File: config.mk
export PLATFORM = sky130hd
export DESIGN_NAME = pic_fetch_flat
export DESIGN_NICKNAME = d
export VERILOG_FILES = /design/src/rtl/pic_fetch_if.sv /design/src/rtl/pic_fetch.sv /design/src/flat_wrapper.sv
export SDC_FILE = /design/constraint.sdc
export NUM_CORES = 1
export LEC_CHECK = 0
export ABC_CLOCK_PERIOD_IN_PS = 3100
export BUFFER_PORTS_ARGS = -buffer_cell sky130_fd_sc_hd__buf_4
export CORE_UTILIZATION = 53
export CTS_CLUSTER_DIAMETER = 30
export DETAILED_ROUTE_END_ITERATION = 8
export PLACE_DENSITY = 0.92
export SYNTH_ARGS = -nofsm -noshare
export SYNTH_HDL_FRONTEND = slang
export SYNTH_SLANG_ARGS = --single-unit
File: constraint.sdc
create_clock -name clk -period 3.1 [get_ports clk]
set_input_delay 0.155 -clock clk [delete_from_list [all_inputs] [get_ports clk]]
set_output_delay 0.155 -clock clk [all_outputs]
set_load 0.01 [all_outputs]
File: src/rtl/pic_fetch_if.sv
// Program ROM bus between the fetch front end (master) and the
// combinational program ROM (slave).
interface pic_fetch_if #(
  parameter int ADDR_W = 9,
  parameter int DATA_W = 12
);
  logic [ADDR_W-1:0] rom_addr;
  logic [DATA_W-1:0] rom_data;

  modport master (output rom_addr, input rom_data);
  modport slave  (input rom_addr, output rom_data);
endinterface

File: src/rtl/pic_fetch.sv
// Instruction-fetch front end for the 12-bit PIC core.
// It owns the PC, the 2-level return stack, the IR and the pipeline flushes.
module pic_fetch #(
  parameter int              ADDR_W       = 9,
  parameter int              DATA_W       = 12,
  parameter logic [ADDR_W-1:0] RESET_VECTOR = '0,
  parameter logic [DATA_W-1:0] NOP_INSTR    = '0
) (
  input  logic              clk,
  input  logic              rst,
  pic_fetch_if.master       rom,
  input  logic              stall,
  input  logic              jump_en,
  input  logic [ADDR_W-1:0] jump_addr,
  input  logic              call_en,
  input  logic [ADDR_W-1:0] call_addr,
  input  logic              ret_en,
  input  logic              pc_wr_en,
  input  logic [ADDR_W-1:0] pc_wr_data,
  input  logic              skip_en,
  output logic [DATA_W-1:0] instr,
  output logic [ADDR_W-1:0] instr_pc,
  output logic              instr_valid,
  output logic [ADDR_W-1:0] pc,
  output logic [1:0]        stack_depth,
  output logic              stack_overflow,
  output logic              stack_underflow
);

  logic [ADDR_W-1:0] stack1;
  logic [ADDR_W-1:0] stack2;
  logic              redirect;
  logic [ADDR_W-1:0] target;

  assign rom.rom_addr = pc;
  assign redirect     = ret_en | call_en | jump_en | pc_wr_en;

  // Redirect priority: ret > call > jump > pc write.
  always_comb begin
    target = pc_wr_data;
    if (ret_en)       target = stack1;
    else if (call_en) target = call_addr;
    else if (jump_en) target = jump_addr;
  end

  always_ff @(posedge clk) begin
    if (rst) begin
      pc              <= RESET_VECTOR;
      instr           <= NOP_INSTR;
      instr_pc        <= '0;
      instr_valid     <= 1'b0;
      stack1          <= '0;
      stack2          <= '0;
      stack_depth     <= 2'd0;
      stack_overflow  <= 1'b0;
      stack_underflow <= 1'b0;
    end else if (redirect) begin
      // A redirect beats both stall and skip; the fetched word is flushed.
      pc          <= target;
      instr       <= NOP_INSTR;
      instr_valid <= 1'b0;
      instr_pc    <= pc;
      if (ret_en) begin
        stack1 <= stack2;
        if (stack_depth == 2'd0) stack_underflow <= 1'b1;
        else                     stack_depth     <= stack_depth - 2'd1;
      end else if (call_en) begin
        stack2 <= stack1;
        stack1 <= pc;
        if (stack_depth == 2'd2) stack_overflow <= 1'b1;
        else                     stack_depth    <= stack_depth + 2'd1;
      end
    end else if (!stall) begin
      pc       <= pc + 1'b1;
      instr_pc <= pc;
      if (skip_en) begin
        instr       <= NOP_INSTR;
        instr_valid <= 1'b0;
      end else begin
        instr       <= rom.rom_data;
        instr_valid <= 1'b1;
      end
    end
  end

endmodule

File: src/flat_wrapper.sv
// flat-port wrapper written by rule: the top's interface ports become plain ports
module pic_fetch_flat 
#(
  parameter int              ADDR_W       = 9,
  parameter int              DATA_W       = 12,
  parameter logic [ADDR_W-1:0] RESET_VECTOR = '0,
  parameter logic [DATA_W-1:0] NOP_INSTR    = '0
)
  (clk, rst, stall, jump_en, jump_addr, call_en, call_addr, ret_en, pc_wr_en, pc_wr_data, skip_en, instr, instr_pc, instr_valid, pc, stack_depth, stack_overflow, stack_underflow, rom_rom_addr, rom_rom_data);
  pic_fetch_if #(.ADDR_W(ADDR_W), .DATA_W(DATA_W)) rom_i ();
  input  logic clk;
  input  logic rst;
  input  logic stall;
  input  logic jump_en;
  input  logic [ADDR_W-1:0] jump_addr;
  input  logic call_en;
  input  logic [ADDR_W-1:0] call_addr;
  input  logic ret_en;
  input  logic pc_wr_en;
  input  logic [ADDR_W-1:0] pc_wr_data;
  input  logic skip_en;
  output logic [DATA_W-1:0] instr;
  output logic [ADDR_W-1:0] instr_pc;
  output logic instr_valid;
  output logic [ADDR_W-1:0] pc;
  output logic [1:0] stack_depth;
  output logic stack_overflow;
  output logic stack_underflow;
  output wire logic [$bits(rom_i.rom_addr)-1:0] rom_rom_addr;
  input wire logic [$bits(rom_i.rom_data)-1:0] rom_rom_data;
  assign rom_rom_addr = rom_i.rom_addr;
  assign rom_i.rom_data = rom_rom_data;
  pic_fetch #(.ADDR_W(ADDR_W), .DATA_W(DATA_W), .RESET_VECTOR(RESET_VECTOR), .NOP_INSTR(NOP_INSTR)) u_core (.clk(clk), .rst(rst), .rom(rom_i), .stall(stall), .jump_en(jump_en), .jump_addr(jump_addr), .call_en(call_en), .call_addr(call_addr), .ret_en(ret_en), .pc_wr_en(pc_wr_en), .pc_wr_data(pc_wr_data), .skip_en(skip_en), .instr(instr), .instr_pc(instr_pc), .instr_valid(instr_valid), .pc(pc), .stack_depth(stack_depth), .stack_overflow(stack_overflow), .stack_underflow(stack_underflow));
endmodule
==> impl_summary.md, run 1 <==
Critical path
The type of the setup path with the least slack is reg -> reg. At the worst endpoint, the arrival time is 1.91 ns. The worst endpoint required time is 3.31 ns. STA classifies the critical path endpoint as a flip-flop. The worst setup path is launched from a flip-flop. Of all nets on the critical path, the largest fanout is 7.

Floorplan
The standard cell core area is 4440 um^2. The cell row count is 24. The die covers 5020 um^2. The effective utilization at floorplan is 0.565. During I/O placement, the number of pins put on the boundary was 91. The width of the die is 70.8 um. The overall die height is 70.8 um.

Place
The placed cell count is 407. The half-perimeter wire length after placement is 4380 um. The placed instances occupy a cell area of 3070 um^2. The number of input and output port buffers inserted is 90. At the end of routability-driven placement, the weighted congestion stood at 0.801.

CTS
In this run, CTS created clock tree buffers numbering 5. After clock tree synthesis, the clock-pin slew on the worst setup and hold paths is 0.09 ns. The maximum number of buffers from clock root to sink is 2. Buffers added to address setup during post-CTS repair amount to 0. The hold buffer count at cts is 0. The clock latency at the later pin of the worst-skew pair is 0.31 ns.

The CTS tree is yes. The number of H-tree branching levels is 2. The buffer cell driving the clock tree root is sky130_fd_sc_hd__clkbuf_8. The number of gates resized after CTS is 0. The clock net in this run drives a total of 53 sinks.

Detailed routing
The detail-routed net length per standard cell is 15.1 um. After the first detailed-routing iteration, the DRC count stood at 297. The routed design has 6240 um of wire. The iteration count of the initial detailed-routing pass is 6. The antenna violation net count after detailed routing is 0.

The routed layout has 2340 vias. In the routed design, unresolved DRC markers number 16. The detailed-route vias per instance is 5.65.

Global route
The maximum number of pins on one net before global-route repair is 44. The first global-routing pass estimated 10200 um of wire. For this run, the total global-route usage over all layers was measured as 0.255. The initial antenna violation count is 0. Summed over all layers, the global routing overflow is 0. The number of global-route vias before repair is 2236.

Logic synthesis
Of the synthesized area, sequential elements account for 0.423. By count the netlist is led by sky130_fd_sc_hd__dfxtp_1 (53), sky130_fd_sc_hd__nand2_1 (45), sky130_fd_sc_hd__nor2_1 (39), sky130_fd_sc_hd__a21oi_1 (38), sky130_fd_sc_hd__mux2i_1 (18). When the netlist entered floorplanning its net count stood at 343. In the post-synthesis netlist, the biggest area contributors are sky130_fd_sc_hd__dfxtp_1 (42%), sky130_fd_sc_hd__a21oi_1 (7.6%), sky130_fd_sc_hd__mux2i_1 (7.2%), sky130_fd_sc_hd__nand2_1 (6.7%), sky130_fd_sc_hd__nor2_1 (5.8%). The synthesized instance count is 295. The post-synthesis register bit count is 53. By instance count, the leading cell after synthesis is sky130_fd_sc_hd__dfxtp_1. The synthesized netlist contains 39 unique library cells.

The area share of the leading cell type in the synthesized netlist is 0.423. Counting flops with a built-in enable in the synthesized netlist gives 0. In the synthesized netlist the async set-or-reset flop fraction comes to 0. For this run, the number of Yosys warnings is 0. The synthesized area is 2510 um^2. The synthesized design spends more area on one cell type than any other, namely sky130_fd_sc_hd__dfxtp_1. The leading register cell type out of synthesis is sky130_fd_sc_hd__dfxtp_1.

A synthesized cell averages 8.51 um^2.

Timing
The number of hold violations in the final report came to 0. Counting I/O delays and the setup requirement, the final critical path takes 1.70 ns. The maximum clock frequency is 589 MHz. The final number of max-transition violations was 0. Setup violations remaining at the end of the flow were counted as 0.

The final setup TNS is 0 ns. Headroom to the max-slew limit came out at 0.461. Setup repair after global routing left no endpoint under its margin. On the final layout, the worst clock skew is 0.0102 ns. The actual slew at the worst max-slew pin is 0.805 ns. In the finished design, the share of the clock period the worst path needs comes to 0.548.

Cells and area
The share of cells above drive strength 1 is 0.293. For this run, the post-layout net count is 410. With fillers left out, the area of the finished cells amounts to 3150 um^2. The multi-input logic area is 1250 um^2. The layout-stage area growth over the synthesis result is 25.6%. The number of cells in the finished layout apart from fillers is 414. The layout has 337 filler cells. Summing all flip-flop and latch instances after layout gives 1060 um^2. The repair_antennas step left the layout with diodes totalling 0.

Pwr
The analysis attributes to cell leakage a power of 0.00131 uW. The total power density per cell area is 418 nW/um^2. The post-layout total power is 1320 uW. The largest vdd supply drop is 249 uV.

Run
The number of maximum-capacitance violations is 0.

Min path
The class of the tightest hold or removal check is in -> reg.

Run status
The checks that failed: DRC. The flow ran to the end, but the final reports show violations.
==> critical path: stages, from the launching register on <==
cell and delay [ns]:
sky130_fd_sc_hd__dfxtp_1 0.52, sky130_fd_sc_hd__ha_1 0.26, sky130_fd_sc_hd__nand4_2 0.15, sky130_fd_sc_hd__nor3b_2 0.23
sky130_fd_sc_hd__xnor2_1 0.09, sky130_fd_sc_hd__a2111oi_2 0.35
==> state kept, by name (all words and copies together), names as in the netlist <==
| signal | flops |
|---|---|
| u_core.stack_underflow | 1 |
| u_core.stack_depth | 2 |
| u_core.instr_pc | 9 |
| u_core.stack_overflow | 1 |
| u_core.stack1 | 9 |
| u_core.stack2 | 9 |
| u_core.instr | 12 |
| u_core.pc | 9 |
| u_core.instr_valid | 1 |
==> path summary, 6_finish.rpt <==
check	start	slack [ns]	cells past startpoint	end
min reg2reg	u_core.instr_pc[1]	0.46	2	u_core.instr_pc[1]
max reg2reg	u_core.pc[0]	1.40	5	u_core.pc[6]
min	rom_rom_data[4]	0.08	3	u_core.instr[4]
max	u_core.pc[0]	1.40	5	u_core.pc[6]
==> placed cells by master, fill, tap and decap left out, types with 3 or more instances in the layout <==
cell type | synthesis | layout
sky130_fd_sc_hd__dfxtp_1 | 53 | 53
sky130_fd_sc_hd__a22oi_1 | 11 | 11
sky130_fd_sc_hd__o21a_1 | 3 | 3
sky130_fd_sc_hd__nor2_1 | 39 | 39
sky130_fd_sc_hd__mux2i_1 | 18 | 18
sky130_fd_sc_hd__nor2b_1 | 3 | 3
sky130_fd_sc_hd__a211oi_1 | 3 | 3
sky130_fd_sc_hd__buf_4 | 12 | 91
sky130_fd_sc_hd__nand2b_1 | 8 | 8
sky130_fd_sc_hd__o21ai_0 | 6 | 6
sky130_fd_sc_hd__clkbuf_8 | 0 | 6
sky130_fd_sc_hd__a221oi_1 | 4 | 4
sky130_fd_sc_hd__xnor2_1 | 4 | 4
sky130_fd_sc_hd__nand2_1 | 45 | 45
sky130_fd_sc_hd__a21oi_1 | 38 | 38
sky130_fd_sc_hd__xor2_1 | 3 | 3
==> area by class of cell <==
class                           instances  share of cell area
Inverter                                1             0.00119
Timing Repair Buffer                   91               0.217
Sequential cell                        53               0.337
Multi-Input combinational cell        210               0.398
Clock buffer                            7              0.0274
Tap cell                               52              0.0206
==> through the flow <==
step / utilization / hold slack (ns) / worst slack, ns
4_1_cts: 0.709 / 0.0780 / 1.40
6_report: 0.709 / 0.0793 / 1.40
2_1_floorplan: - / 0.299 / 1.55
5_1_grt: 0.709 / 0.0879 / 1.29
3_5_place_dp: 0.690 / 0.398 / 1.30
3_3_place_gp: 0.690 / 0.387 / 1.36
==> report_power, final <==
| group | switching, uW | internal (uW) |
|---|---|---|
| sequential | 27.3 | 698 |
| combinational | 97.3 | 105 |
| clock | 213 | 178 |
| total | 337 | 981 |
==> metal layers <==
layer,vias to the layer above,track usage,share of wire
met5,-,0,0
met1,1086,0.308,0.40
li1,1141,-,-
met3,17,0.0570,0.070
met2,96,0.436,0.51
met4,0,0.116,0.023
==> kinds of logic (layout without fill, tap and decap cells) <==
logic type,count (synthesis),in the layout,synth area share
multiplexers,20,20,0.0807
buffers and inverters,32,99,0.0782
AO/OA/AOI/OAI,75,75,0.193
flip-flops,53,53,0.423
XOR/XNOR,7,7,0.0244
adder cells (fa/ha/maj),1,1,0.00498
AND/OR/NAND/NOR,107,107,0.196
No activity file was read; power rests on OpenSTA's default activity.
==> run 2, diff against run 1 <==
Settings changed: ABC_CLOCK_PERIOD_IN_PS 3100 to 1500, CORE_UTILIZATION 53 to 44, PLACE_DENSITY 0.92 to 0.82.
Clock period 3.1 ns to 1.5 ns, I/O delays scaled along.
==> run 2 against run 1 <==
  * The flow finishes with violations (hold timing)
  * Design area is 5.6% higher
  * Worst hold slack worse by 0.080 ns
  * Register-to-register slack worse by 1.3 ns
  * Count of clock-buffer cells in the layout stayed put
  * Global-route usage is 4.7 points lower
  * Routed wire length is 0.47% lower
  * Sequential power is 100% higher
  * Non-clock buffer count is 12 higher
  * Clock power grew to 2.6 times the previous value
  * Setup slack worse by 1.3 ns
  * Critical path type unchanged
  * Largest power group unchanged
==> impl_summary.md, run 2 (synthesis gave the netlist of run 1 again) <==
Run status
Outcome: finished with violations (unchanged). Failing checks: hold timing (was DRC).

Timing
The smallest setup slack after layout is 0.0781 ns (was 1.40 ns). The final setup skew was 0.00274 ns (was 0.0102 ns). The number of hold violations in the final report is 1 (was 0). The final number of max-transition violations was 0 (unchanged). The worst slew slack as a fraction of its limit was 0.489 (was 0.461). The post-route clock period utilization is 0.948 (was 0.548). The final setup TNS is 0 ns (unchanged). The shortest clock period the worst path allows after layout is 1.42 ns (was 1.70 ns).

The worst slack on hold paths came to -0.000398 ns (was 0.0793 ns). The actual slew at the worst max-slew pin is 0.764 ns (was 0.805 ns). The number of setup violations in the final report is 0 (unchanged). The maximum clock frequency is 703 MHz (was 589 MHz).

RSZ-0062 raised after global routing: no (unchanged).

Detailed routing
The total DRC errors in the routed layout is 0 (was 16). The total via count in the routed design is 2352 (was 2340). The antenna violation net count after detailed routing came to 0 (unchanged). The iteration count of the initial detailed-routing pass was 4 (was 6). The first-iteration detailed-routing DRC count is 121 (was 297).

The detailed-route vias per instance is 5.26 (was 5.65). The detail-routed net length per standard cell is 13.9 um (was 15.1 um). The final wirelength is 6210 um (was 6240 um).

Cells and area
The end-of-flow core utilization is 0.604 (was 0.709). The flip-flop count of the largest register, all copies and words added is 12 (unchanged). The most frequent standard cell in the layout excluding fill and tap cells is sky130_fd_sc_hd__buf_4 (unchanged). The largest register by flop count is u_core.instr (unchanged).

The layout-stage area growth over the synthesis result is 32.5% (was 25.6%). Top library cells by usage in the layout, fill and taps aside: sky130_fd_sc_hd__buf_4 (101), sky130_fd_sc_hd__dfxtp_1 (51), sky130_fd_sc_hd__nand2_1 (45), sky130_fd_sc_hd__nor2_1 (39), sky130_fd_sc_hd__a21oi_1 (38) (was sky130_fd_sc_hd__buf_4 (91), sky130_fd_sc_hd__dfxtp_1 (53), sky130_fd_sc_hd__nand2_1 (45), sky130_fd_sc_hd__nor2_1 (39), sky130_fd_sc_hd__a21oi_1 (38)). The number of filler instances in the final layout is 489 (was 337). The number of diodes came to 0 (unchanged). The count of nets after finishing is 422 (was 410). The share of cells above drive strength 1 came to 0.325 (was 0.293).

Floorplan
The total die area is 6010 um^2 (was 5020 um^2). The standard cell core area is 5510 um^2 (was 4440 um^2). The cell row count came to 27 (was 24). The overall die height is 77.5 um (was 70.8 um). The I/O pin count is 91 (unchanged).

The effective utilization at floorplan was 0.456 (was 0.565). The width of the die is 77.5 um (was 70.8 um).

Place
The half-perimeter wire length after placement is 4410 um (was 4380 um). The number of input and output port buffers inserted is 90 (unchanged). The worst slack after detailed placement is 0.0389 ns (was 1.30 ns).

The final weighted congestion of routability-driven global placement is 0.785 (was 0.801).

Min path
The class of the tightest hold or removal check is in -> reg (unchanged).

Critical path
The critical-path cell with the highest stage delay is sky130_fd_sc_hd__dfxtp_2 (was sky130_fd_sc_hd__dfxtp_1). The largest fanout on the critical path is 6 (was 7). The critical path startpoint category is a flip-flop (unchanged). The type of the setup path with the least slack is reg -> reg (unchanged). The arrival time reported for the critical path endpoint is 1.65 ns (was 1.91 ns). The maximum single-stage delay on the critical path was 0.34 ns (was 0.52 ns). The capturing element type of the critical path was a flip-flop (unchanged).

The register-to-register setup slack is 0.08 ns (was 1.40 ns). Cell-by-cell trace of the critical path: buf_4 > nand4b_1 > nor3_1 > xnor2_1 > a211oi_1 (was ha_1 > nand4_2 > nor3b_2 > xnor2_1 > a2111oi_2). The worst endpoint required time is 1.73 ns (was 3.31 ns).

CTS
The number of H-tree branching levels is 2 (unchanged). The clock sink total is 53 (unchanged). The number of buffers created by CTS is 5 (unchanged). The clock latency at the later pin of the worst-skew pair is 0.30 ns (was 0.31 ns). The CTS tree is yes (unchanged). The maximum number of buffers from clock root to sink came to 2 (unchanged).

The buffer cell driving the clock tree root is sky130_fd_sc_hd__clkbuf_8 (unchanged). The clock-pin slew of the registers on the worst-case setup and hold paths was 0.09 ns (about the same).

Global route
The number of global-route vias before repair came to 2132 (was 2236). The residual overflow from global routing came to 0 (unchanged). The global-route wire length before repair is 10100 um (was 10200 um). The maximum number of pins on one net before global-route repair is 43 (was 44). The initial antenna violation count is 0 (unchanged). The total global routing track utilization is 0.208 (was 0.255).

Pwr
The total power density per cell area is 889 nW/um^2 (was 418 nW/um^2). The largest vdd supply drop is 503 uV (was 249 uV). The leakage power came to 0.00139 uW (was 0.00131 uW).

The post-layout total power was 2960 uW (was 1320 uW).

Run
The number of maximum-capacitance violations came to 0 (unchanged).
-- run 2: through the flow --
stage          cells  instance area, um^2
2_1_floorplan    295                 2510
3_3_place_gp     439                 3210
3_5_place_dp     439                 3210
4_1_cts          447                 3330
5_1_grt          447                 3330
6_report         447                 3330
-- run 2: cell type report --
class                      count  area [um^2]  share of cell area
sequential                    53         1060               0.320
multi-input combinational    210         1260               0.377
tap                           72         90.1              0.0271
clock inverter                 1         30.0             0.00902
inverter                       1         3.75             0.00113
clock buffer                   7         86.3              0.0259
timing repair buffer         103          798               0.240
-- run 2: worst max-delay path: cells and delay by family, from the launching register on --
family                 cells  cell delay, ns
XOR/XNOR                   1            0.12
AO/OA/AOI/OAI              1            0.23
buffers and inverters      1            0.16
flip-flops                 1            0.34
AND/OR/NAND/NOR            2            0.50
-- run 2: what timing repair did --
action	CTS	global route
resized for setup	0	1
setup buffers	0	0
hold buffers	0	0
endpoints found under the setup margin	0	1
-- run 2: where the power goes --
part | internal [uW] | total, uW | switching (uW)
clock | 545 | 1010 | 461
combinational | 246 | 472 | 225
sequential | 1440 | 1480 | 36.9
-- run 2: per-layer routing --
metal  routed length, um  track usage  share of wire  vias up
li1                    -            -              -     1168
met1                2660        0.250           0.43     1106
met2                3160        0.365           0.51       70
met3                 284       0.0459          0.046        8
met4                  99       0.0717          0.016        0
met5                   0            0              0        -
-- run 2: final timing paths --
| path | to | cells after the start | from |
|---|---|---|---|
| setup / recovery | u_core.pc[7] | 5 | u_core.pc[0] |
| hold / removal | u_core.instr[1] | 3 | rom_rom_data[1] |
| setup reg to reg | u_core.pc[7] | 5 | u_core.pc[0] |
| hold reg to reg | u_core.instr_pc[6] | 2 | u_core.instr_pc[6] |
==> run 3, diff against run 2 <==
Settings changed: CORE_MARGIN set to 2.
==> run 3 against run 2 <==
  * The run now ends clean
  * Power fell by 7.7%
  * Final cell count rose by 0.45%
  * Sequential share of layout area rose by 0.16 points
  * First-iteration DRC count rose by 20%
  * Global-route usage fell by 0.87 points
  * Largest cell class unchanged
  * Routed wire length rose by 1.0%
  * Clock skew rose by 0.0033 ns
==> impl_summary.md, run 3 (synthesis gave the netlist of run 1 again) <==
Run status
Outcome: finished, final reports clean (was finished with violations).

Critical path
The maximum single-stage delay on the critical path is 0.35 ns (was 0.34 ns). The number of cells traversed by the worst register-to-register path is 5 (unchanged). The capture point of the critical path is u_core.pc[6] (was u_core.pc[7]).

The capturing element type of the critical path is a flip-flop (unchanged). The type of the setup path with the least slack is reg -> reg (unchanged). The family of cells with the greatest summed delay on the critical path was flip-flops (was simple AND/OR/NAND/NOR gates). The destination of the worst register-to-register timing path is u_core.pc[6] (was u_core.pc[7]).

The critical path buffer and inverter count is 0 (was 1). The arrival time reported for the critical path endpoint is 1.62 ns (was 1.65 ns). The worst endpoint required time is 1.71 ns (was 1.73 ns).

The first element of the critical path is u_core.pc[0] (unchanged). The register-to-register setup slack was 0.09 ns (was 0.08 ns). The critical-path cell with the highest stage delay is sky130_fd_sc_hd__dfxtp_2 (unchanged). The critical path startpoint category is a flip-flop (unchanged). The largest fanout on the critical path is 3 (was 6).

Cell-by-cell trace of the critical path: ha_2 > nand4_4 > nor3b_2 > xnor2_1 > a2111oi_2 (was buf_4 > nand4b_1 > nor3_1 > xnor2_1 > a211oi_1). The path length in cells of the critical path was 5 (unchanged). The source of the worst register-to-register timing path is u_core.pc[0] (unchanged).

CTS
The CTS tree is yes (unchanged). The buffer cell driving the clock tree root is sky130_fd_sc_hd__clkbuf_8 (unchanged). The maximum number of buffers from clock root to sink came to 2 (unchanged).

The number of buffers created by CTS came to 5 (unchanged). The setup fix buffers added after clock tree synthesis is 0 (unchanged). The clock latency at the later pin of the worst-skew pair is 0.31 ns (was 0.30 ns).

The clock-pin slew of the registers on the worst-case setup and hold paths is 0.09 ns (about the same). The number of H-tree branching levels came to 2 (unchanged). The clock sink total was 53 (unchanged).

Detailed routing
The total via count in the routed design is 2354 (was 2352). The detail-routed net length per standard cell was 14.0 um (was 13.9 um). The iteration count of the initial detailed-routing pass is 5 (was 4).

The final wirelength was 6270 um (was 6210 um). The antenna violation net count after detailed routing came to 0 (unchanged). The total DRC errors in the routed layout is 0 (unchanged).

The detailed-route vias per instance was 5.24 (was 5.26). The first-iteration detailed-routing DRC count is 145 (was 121).

Global route
The total global routing track utilization is 0.200 (was 0.208). The number of global-route vias before repair is 2137 (was 2132). The global-route wire length before repair is 10100 um (about the same). The initial antenna violation count came to 0 (unchanged). The residual overflow from global routing is 0 (unchanged). The maximum number of pins on one net before global-route repair is 33 (was 43).

Floorplan
The total die area is 6330 um^2 (was 6010 um^2). The overall die height was 79.5 um (was 77.5 um). The width of the die is 79.5 um (was 77.5 um).

The I/O pin count was 91 (unchanged). The cell row count came to 27 (unchanged). The standard cell core area came to 5510 um^2 (unchanged). The effective utilization at floorplan is 0.456 (unchanged).

Pwr
The cell internal power dissipation is 2020 uW (was 2230 uW). The switching power share of the total came to 0.260 (was 0.244). The portion of total power attributed to combinational logic is 0.171 (was 0.159). The largest vdd supply drop is 322 uV (was 503 uV). The sequential share of power was 0.544 (was 0.501).

The leakage power is 0.00137 uW (was 0.00139 uW). The relative contribution of the clock network to total power is 0.285 (was 0.340). The total power density per cell area came to 823 nW/um^2 (was 889 nW/um^2).

The reported net switching power is 709 uW (was 723 uW).

Cells and area
The layout-stage area growth over the synthesis result came to 32.0% (was 32.5%). The share of cells above drive strength 1 was 0.329 (was 0.325). Top library cells by usage in the layout, fill and taps aside: sky130_fd_sc_hd__buf_4 (103), sky130_fd_sc_hd__dfxtp_1 (50), sky130_fd_sc_hd__nand2_1 (45), sky130_fd_sc_hd__nor2_1 (39), sky130_fd_sc_hd__a21oi_1 (38) (was sky130_fd_sc_hd__buf_4 (101), sky130_fd_sc_hd__dfxtp_1 (51), sky130_fd_sc_hd__nand2_1 (45), sky130_fd_sc_hd__nor2_1 (39), sky130_fd_sc_hd__a21oi_1 (38)). The number of cells in the finished layout apart from fillers is 449 (was 447).

The flip-flop count of the largest register, all copies and words added is 12 (unchanged). The largest register by flop count was u_core.instr (unchanged). The most frequent standard cell in the layout excluding fill and tap cells is sky130_fd_sc_hd__buf_4 (unchanged). The number of diodes is 0 (unchanged).

The count of nets after finishing is 424 (was 422).

Place
The worst slack after detailed placement is 0.0627 ns (was 0.0389 ns). The half-perimeter wire length after placement came to 4610 um (was 4410 um). The final weighted congestion of routability-driven global placement is 0.781 (was 0.785).

The placed cell count is 440 (was 439). The number of input and output port buffers inserted is 90 (unchanged).

Timing
The final setup skew is 0.00602 ns (was 0.00274 ns). The final number of max-transition violations was 0 (unchanged). The post-route clock period utilization came to 0.941 (was 0.948).

The smallest setup slack after layout was 0.0891 ns (was 0.0781 ns). The shortest clock period the worst path allows after layout came to 1.41 ns (was 1.42 ns). The number of setup violations in the final report is 0 (unchanged). The maximum clock frequency is 709 MHz (was 703 MHz). The worst slew slack as a fraction of its limit is 0.469 (was 0.489). The actual slew at the worst max-slew pin is 0.794 ns (was 0.764 ns). The number of hold violations in the final report is 0 (was 1).

Min path
The class of the tightest hold or removal check is in -> reg (unchanged).

Run
The number of maximum-capacitance violations is 0 (unchanged).
-- run 3: cell count changes in the layout (fill, tap and decap cells not counted), sizes merged --
cell / previous run / this run
clkinvlp: 0 / 1
dlygate4sd3: 0 / 1
buf: 103 / 104
bufinv: 1 / 0
-- run 3: cell type report --
type,instances,area (um^2)
Fill cell,486,2190
Tap cell,72,90.1
Multi-Input combinational cell,210,1270
Sequential cell,53,1060
Inverter,1,3.75
Timing Repair Buffer,105,803
Clock inverter,1,7.51
Clock buffer,7,76.3
-- run 3: tightest hold or removal path, delay by kind of cell --
kind,cells,cell delay (ns)
buf+inv,1,0.08
simple gates,1,0.08
compound gates,1,0.05
-- run 3: how the worst min path moves through the flow --
stage / endpoint / cells after the start / slack (ns) / startpoint
2_1_floorplan: u_core.instr[0] / 2 / 0.22 / rom_rom_data[0]
3_5_place_dp: u_core.instr[1] / 3 / 0.32 / rom_rom_data[1]
3_3_place_gp: u_core.instr[7] / 3 / 0.30 / rom_rom_data[7]
6_report: u_core.instr[7] / 3 / 0.005 / rom_rom_data[7]
4_1_cts: u_core.instr[1] / 3 / 0.0005 / rom_rom_data[1]
5_1_grt: u_core.instr[9] / 3 / 0.005 / rom_rom_data[9]
-- run 3: what timing repair did --
| item | in CTS | in global routing |
|---|---|---|
| setup endpoints to repair | 0 | 3 |
| hold buffers | 0 | 1 |
| endpoints found under the hold margin | 0 | 1 |
| resized for setup | 0 | 4 |
-- run 3: layer usage --
metal | part of all wire | track usage | vias to the layer above | routed length, um
li1 | - | - | 1173 | -
met1 | 0.40 | 0.237 | 1105 | 2510
met2 | 0.53 | 0.360 | 70 | 3310
met3 | 0.060 | 0.0430 | 6 | 379
met4 | 0.010 | 0.0586 | 0 | 65
met5 | 0 | 0 | - | 0
-- run 3: power by group through the flow --
stage                     combinational (uW)  sequential, uW  clock, uW
after floorplan                          237            1530          0
after global placement                   455            1510          0
after detailed placement                 463            1510          0
after CTS                                466            1480        801
after global routing                     509            1490        851
final                                    466            1480        779
-- run 3: metrics by stage --
step | hold slack, ns | util | cell area [um^2] | setup TNS (ns) | power [uW]
global placement | 0.305 | 0.582 | 3200 | 0 | 1970
detailed placement | 0.321 | 0.582 | 3200 | 0 | 1980
floorplan | 0.219 | - | 2510 | 0 | 1770
CTS | 0.000491 | 0.597 | 3290 | 0 | 2750
finish | 0.00550 | 0.602 | 3320 | 0 | 2730
global route | 0.00510 | 0.602 | 3320 | -0.00312 | 2850
